**src/rtl/alu_serial_link.sv**
```systemverilog
// Serial-link engine for the ALU: frames operand/opcode commands onto sin with a
// CRC4 trailer, and deframes response packets arriving on sout.
module alu_serial_link #(
    parameter int OPERAND_BYTES = 4,
    parameter int GAP           = 0,
    parameter int RSP_MAX_BYTES = 4
) (
    input  logic                               clk,
    input  logic                               rst,
    input  logic                               cmd_valid,
    output logic                               cmd_ready,
    input  logic [8*OPERAND_BYTES-1:0]         cmd_a,
    input  logic [8*OPERAND_BYTES-1:0]         cmd_b,
    input  logic [2:0]                         cmd_op,
    input  logic                               cmd_crc_err,
    input  logic                               cmd_short,
    output logic                               sin,
    input  logic                               sout,
    output logic                               rsp_valid,
    output logic [8*RSP_MAX_BYTES-1:0]         rsp_data,
    output logic [$clog2(RSP_MAX_BYTES+1)-1:0] rsp_nbytes,
    output logic [7:0]                         rsp_ctl,
    output logic                               rsp_overflow,
    output logic                               rsp_frame_err,
    output logic                               busy
);
    localparam int DW    = 16 * OPERAND_BYTES;
    localparam int NDATA = 2 * OPERAND_BYTES;
    localparam int FCW   = $clog2(NDATA + 1);
    localparam int GW    = (GAP > 0) ? $clog2(GAP + 1) : 1;
    localparam int NBW   = $clog2(RSP_MAX_BYTES + 1);
    localparam int RW    = 8 * RSP_MAX_BYTES;
    localparam logic [GW-1:0] GAP_LAST = GW'((GAP > 0) ? GAP - 1 : 0);

    localparam logic [1:0] TX_IDLE = 2'd0;
    localparam logic [1:0] TX_LOAD = 2'd1;
    localparam logic [1:0] TX_SEND = 2'd2;
    localparam logic [1:0] TX_GAP  = 2'd3;

    localparam logic [1:0] RX_HUNT = 2'd0;
    localparam logic [1:0] RX_TYPE = 2'd1;
    localparam logic [1:0] RX_DATA = 2'd2;
    localparam logic [1:0] RX_STOP = 2'd3;

    logic [1:0]     tx_state_q, tx_state_d;
    logic [DW-1:0]  data_q, data_d;
    logic [2:0]     op_q, op_d;
    logic           crc_err_q, crc_err_d;
    logic           short_q, short_d;
    logic [7:0]     ctl_q, ctl_d;
    logic [FCW-1:0] frames_q, frames_d;
    logic [3:0]     bit_q, bit_d;
    logic [GW-1:0]  gap_q, gap_d;

    logic [DW+3:0]  crc_stream;
    logic [3:0]     crc_calc;
    logic           crc_fb;
    logic [7:0]     cur_byte;

    // CRC over {B, A, 1, op}, MSB first, unrolled so it completes within LOAD.
    always_comb begin
        crc_stream = {data_q, 1'b1, op_q};
        crc_calc   = '0;
        crc_fb     = 1'b0;
        for (int unsigned i = 0; i < DW + 4; i++) begin
            crc_fb   = crc_calc[3] ^ crc_stream[DW + 3 - i];
            crc_calc = {crc_calc[2:0], 1'b0} ^ (crc_fb ? 4'b0011 : 4'b0000);
        end
    end

    always_comb begin
        tx_state_d = tx_state_q;
        data_d     = data_q;
        op_d       = op_q;
        crc_err_d  = crc_err_q;
        short_d    = short_q;
        ctl_d      = ctl_q;
        frames_d   = frames_q;
        bit_d      = bit_q;
        gap_d      = gap_q;
        case (tx_state_q)
            TX_IDLE: begin
                if (cmd_valid) begin
                    tx_state_d = TX_LOAD;
                    data_d     = {cmd_b, cmd_a};
                    op_d       = cmd_op;
                    crc_err_d  = cmd_crc_err;
                    short_d    = cmd_short;
                end
            end
            TX_LOAD: begin
                tx_state_d = TX_SEND;
                ctl_d      = {1'b0, op_q, crc_calc ^ {3'b000, crc_err_q}};
                frames_d   = short_q ? FCW'(NDATA - 1) : FCW'(NDATA);
                bit_d      = '0;
            end
            TX_SEND: begin
                if (bit_q == 4'd10) begin
                    bit_d = '0;
                    if (frames_q == '0) begin
                        tx_state_d = TX_IDLE;
                    end else begin
                        // frames_q counts data frames still to send; zero selects the control frame
                        frames_d = frames_q - 1'b1;
                        data_d   = data_q << 8;
                        if (GAP > 0) begin
                            tx_state_d = TX_GAP;
                            gap_d      = GAP_LAST;
                        end
                    end
                end else begin
                    bit_d = bit_q + 4'd1;
                end
            end
            default: begin
                if (gap_q == '0) tx_state_d = TX_SEND;
                else             gap_d      = gap_q - 1'b1;
            end
        endcase
    end

    always_comb begin
        cur_byte = (frames_q != '0) ? data_q[DW-1 -: 8] : ctl_q;
        sin      = 1'b1;
        if (tx_state_q == TX_SEND) begin
            case (bit_q)
                4'd0:    sin = 1'b0;
                4'd1:    sin = (frames_q == '0);
                4'd10:   sin = 1'b1;
                default: sin = cur_byte[3'(4'd9 - bit_q)];
            endcase
        end
    end

    assign cmd_ready = (tx_state_q == TX_IDLE);
    assign busy      = (tx_state_q != TX_IDLE);

    always_ff @(posedge clk) begin
        if (rst) begin
            tx_state_q <= TX_IDLE;
            data_q     <= '0;
            op_q       <= '0;
            crc_err_q  <= 1'b0;
            short_q    <= 1'b0;
            ctl_q      <= '0;
            frames_q   <= '0;
            bit_q      <= '0;
            gap_q      <= '0;
        end else begin
            tx_state_q <= tx_state_d;
            data_q     <= data_d;
            op_q       <= op_d;
            crc_err_q  <= crc_err_d;
            short_q    <= short_d;
            ctl_q      <= ctl_d;
            frames_q   <= frames_d;
            bit_q      <= bit_d;
            gap_q      <= gap_d;
        end
    end

    logic [1:0]     rx_state_q, rx_state_d;
    logic [2:0]     rx_bit_q, rx_bit_d;
    logic           rx_type_q, rx_type_d;
    logic [7:0]     rx_shift_q, rx_shift_d;
    logic [RW-1:0]  rsp_data_q, rsp_data_d;
    logic [NBW-1:0] rsp_nbytes_q, rsp_nbytes_d;
    logic [7:0]     rsp_ctl_q, rsp_ctl_d;
    logic           rsp_ovf_q, rsp_ovf_d;
    logic           rsp_valid_q, rsp_valid_d;
    logic           frame_err_q, frame_err_d;

    always_comb begin
        rx_state_d   = rx_state_q;
        rx_bit_d     = rx_bit_q;
        rx_type_d    = rx_type_q;
        rx_shift_d   = rx_shift_q;
        rsp_data_d   = rsp_data_q;
        rsp_nbytes_d = rsp_nbytes_q;
        rsp_ctl_d    = rsp_ctl_q;
        rsp_ovf_d    = rsp_ovf_q;
        rsp_valid_d  = 1'b0;
        frame_err_d  = 1'b0;
        // count and overflow stay visible for the whole rsp_valid cycle, then clear
        if (rsp_valid_q) begin
            rsp_nbytes_d = '0;
            rsp_ovf_d    = 1'b0;
        end
        case (rx_state_q)
            RX_HUNT: begin
                if (!sout) rx_state_d = RX_TYPE;
            end
            RX_TYPE: begin
                rx_type_d  = sout;
                rx_bit_d   = '0;
                rx_state_d = RX_DATA;
            end
            RX_DATA: begin
                rx_shift_d = {rx_shift_q[6:0], sout};
                rx_bit_d   = rx_bit_q + 3'd1;
                if (rx_bit_q == 3'd7) rx_state_d = RX_STOP;
            end
            default: begin
                rx_state_d = RX_HUNT;
                if (sout) begin
                    if (rx_type_q) begin
                        rsp_ctl_d   = rx_shift_q;
                        rsp_valid_d = 1'b1;
                    end else begin
                        rsp_data_d = (rsp_data_q << 8) | RW'(rx_shift_q);
                        if (rsp_nbytes_q == NBW'(RSP_MAX_BYTES)) rsp_ovf_d    = 1'b1;
                        else                                     rsp_nbytes_d = rsp_nbytes_q + 1'b1;
                    end
                end else begin
                    frame_err_d  = 1'b1;
                    rsp_nbytes_d = '0;
                    rsp_ovf_d    = 1'b0;
                end
            end
        endcase
    end

    always_ff @(posedge clk) begin
        if (rst) begin
            rx_state_q   <= RX_HUNT;
            rx_bit_q     <= '0;
            rx_type_q    <= 1'b0;
            rx_shift_q   <= '0;
            rsp_data_q   <= '0;
            rsp_nbytes_q <= '0;
            rsp_ctl_q    <= '0;
            rsp_ovf_q    <= 1'b0;
            rsp_valid_q  <= 1'b0;
            frame_err_q  <= 1'b0;
        end else begin
            rx_state_q   <= rx_state_d;
            rx_bit_q     <= rx_bit_d;
            rx_type_q    <= rx_type_d;
            rx_shift_q   <= rx_shift_d;
            rsp_data_q   <= rsp_data_d;
            rsp_nbytes_q <= rsp_nbytes_d;
            rsp_ctl_q    <= rsp_ctl_d;
            rsp_ovf_q    <= rsp_ovf_d;
            rsp_valid_q  <= rsp_valid_d;
            frame_err_q  <= frame_err_d;
        end
    end

    assign rsp_valid     = rsp_valid_q;
    assign rsp_data      = rsp_data_q;
    assign rsp_nbytes    = rsp_nbytes_q;
    assign rsp_ctl       = rsp_ctl_q;
    assign rsp_overflow  = rsp_ovf_q;
    assign rsp_frame_err = frame_err_q;
endmodule
```
**config.mk**
```make
export PLATFORM = sky130hd
export DESIGN_NAME = alu_serial_link
export DESIGN_NICKNAME = d
export VERILOG_FILES = /design/src/rtl/alu_serial_link.sv
export SDC_FILE = /design/constraint.sdc
export NUM_CORES = 1
export LEC_CHECK = 0
export CAP_MARGIN = 20
export CORE_MARGIN = 2
export CORE_UTILIZATION = 58
export DETAILED_ROUTE_END_ITERATION = 10
export PLACE_DENSITY = 0.86
export REMOVE_ABC_BUFFERS = 1
export SLEW_MARGIN = 20
export SYNTH_ARGS = -nofsm -noshare
export SYNTH_HDL_FRONTEND = slang
export SYNTH_SLANG_ARGS = --single-unit
```
**constraint.sdc**
```tcl
create_clock -name clk -period 5.94 [get_ports clk]
set_input_delay 0.891 -clock clk [delete_from_list [all_inputs] [get_ports clk]]
set_output_delay 0.891 -clock clk [all_outputs]
set_load 0.02 [all_outputs]
```
==> impl_metrics.json <==
{
  "antenna_found_initial": 0,
  "r2r.worst_path.cells": 8,
  "path_clk_slew_ns": 0.06,
  "cts_tree": "built",
  "avgRoutedWirePerCell_um": 16.8,
  "die_area_sq_um": 13400,
  "hpwl_um": 11700,
  "end_kind": "primary output",
  "synth.top_cell.area_share": 0.404,
  "timing.slew.headroom": 0.237,
  "use_met1": 0.314,
  "antenna_left": 0,
  "synth_cell_types": 43,
  "synth_flop_cell": "dfxtp_1",
  "cts_setup_buffers": 0,
  "grt_overflow": 0,
  "cts_sinks": 146,
  "nets": 962,
  "synth-edff-count": 0,
  "max_freq_mhz": 243,
  "worst_pin_slew_ns": 1.14,
  "die_w_um": 116,
  "drv_slew": 0,
  "cts_buffers": 17,
  "cts-root-buf": "clkbuf_16",
  "wirelength_um": 17700,
  "utilization": 0.752,
  "worst-path-max-fanout": 9,
  "final_common_cell": "dfxtp_1",
  "ys_ff_latch": 146,
  "hp-class": "reg2reg",
  "skew_ns": 0.00635,
  "num_vias": 5873,
  "hold_viol_final": 0,
  "rsz0062_at_grt": "false",
  "syn_inst": 781,
  "cp.arrival_ns": 3.22,
  "fin_setup_tns_ns": 0,
  "async_flop_share": 0,
  "globalRouteMet2Util": 0.468,
  "startpoint_type": "register",
  "num_rows": 40,
  "syn_area_per_cell_sq_um": 9.25,
  "final-setup-viol-count": 0,
  "first_pass_iters": 4,
  "drive_gt1_frac": 0.0562,
  "areaGrowthSynthToFinish_pct": 26.1,
  "gp_congestion": 0.830,
  "hold_depth": 2,
  "clock_path_buffers": 2,
  "critical_path_class": "reg2out",
  "post-route-period-util": 0.693,
  "htree_levels": 4,
  "grt_pass1_vias": 5932,
  "yosysWarnings": 0,
  "holdBufCountCts": 0,
  "cap_violations": 0,
  "grt_max_degree": 113,
  "synth_top_cell_by_area": "dfxtp_1",
  "initial_core_util": 0.597,
  "grt_pass1_wl_um": 28500,
  "ios": 122,
  "avgViaCountPerCell": 5.56,
  "die-height_um": 116,
  "seq_area_frac_synth": 0.404,
  "clock_latency_ns": 0.43,
  "finalCriticalPeriod_ns": 4.11,
  "grt_use_met3": 0.0926,
  "drc_errors": 0,
  "drt_iter0_markers": 430,
  "cts_resized": 0,
  "final_cell_mix": "dfxtp_1, clkdlybuf4s50_1, nor2_1",
  "netlist_area_sq_um": 7230,
  "io_buffers": 121,
  "grt.busiest_layer": "met2",
  "ff2ff_setup_slack_ns": 2.87,
  "grt_usage": 0.270,
  "status": "completed",
  "critPathRequiredTime_ns": 5.05,
  "antenna_cells": 0,
  "ys_top_cells_by_area": "dfxtp_1, mux2i_1, xnor2_1",
  "core_sq_um": 12100
}
[state kept, by name (all words and copies together) (netlist names), 3 cells and up]
register / flops
bit_q: 4
ctl_q: 7
rx_shift_q: 8
data_q: 64
rx_bit_q: 3
rsp_nbytes: 3
rsp_ctl: 8
rsp_data: 32
op_q: 3
frames_q: 4
[cell usage after synthesis (2+ instances only)]
cell type and count:
xor3_1 3, clkbuf_1 46, o21ai_0 8, nor2_1 115, nor4_1 2, xnor3_1 12, xnor2_2 2, a22oi_1 9
o221ai_1 2, a21o_1 2, xnor2_1 73, nor3b_1 2, mux2i_1 79, a21oi_1 53, dfxtp_1 146, ha_1 13
nand2b_1 11, nand3_1 10, buf_1 3, nand2_1 80, mux4_2 3, xor2_1 13, inv_1 12, a211oi_1 58
nand3b_1 4, nor3_1 2, nor2b_1 2
[metrics by stage]
step	cells	hold WS [ns]	setup WS (ns)	instance area, sq um
floorplan	732	0.437	1.14	7040
global placement	1023	0.444	2.04	8500
detailed placement	1024	0.450	1.87	8510
CTS	1056	0.462	1.35	9080
global route	1057	0.481	1.67	9110
finish	1057	0.458	1.83	9110
[kinds of logic (layout without fill, tap and decap cells)]
family	Yosys count	count (layout)	synth area share
multiplexers	83	83	0.120
AND/OR/NAND/NOR	233	233	0.134
XOR/XNOR	105	105	0.162
AO/OA/AOI/OAI	140	140	0.126
adder cells (fa/ha/maj)	13	13	0.0225
buffers and inverters	61	169	0.0317
flip-flops	146	146	0.404
[worst max-delay path, stage by stage, from the launching register on]
cell             delay [ns]
dfxtp_1                0.35
inv_1                  0.07
ha_1                   0.18
nor3b_2                0.57
mux4_2                 0.58
nor2_1                 0.12
a21oi_1                0.07
a21oi_1                0.16
o21ai_0                0.13
clkdlybuf4s50_1        0.57
[routing by layer]
| layer | wire, um | share of wire |
|---|---|---|
| met1 | 7340 | 0.41 |
| met2 | 8770 | 0.50 |
| met3 | 1270 | 0.072 |
| met4 | 326 | 0.018 |
| met5 | 0 | 0 |
[worst paths after layout]
kind                                  start                         to
hold reg to reg   rsp_data[28]$_SDFFE_PP0P_  rsp_data[28]$_SDFFE_PP0P_
setup reg to reg    data_q[58]$_SDFFE_PP0P_      ctl_q[1]$_SDFFE_PP0N_
setup / recovery   frames_q[0]$_SDFFE_PP0P_                        sin
hold / removal    rsp_data[28]$_SDFFE_PP0P_  rsp_data[28]$_SDFFE_PP0P_
[layout make-up]
class / count / area [sq um]
Clock buffer: 17 / 425
Clock inverter: 15 / 146
Fill cell: 847 / 3000
Inverter: 12 / 45.0
Multi-Input combinational cell: 574 / 4100
Sequential cell: 146 / 2920
Tap cell: 168 / 210
Timing Repair Buffer: 125 / 1260
Power is left out: the tool's default activity adds up to more than one toggle a clock period on the data nets, which glitch-free logic cannot reach.
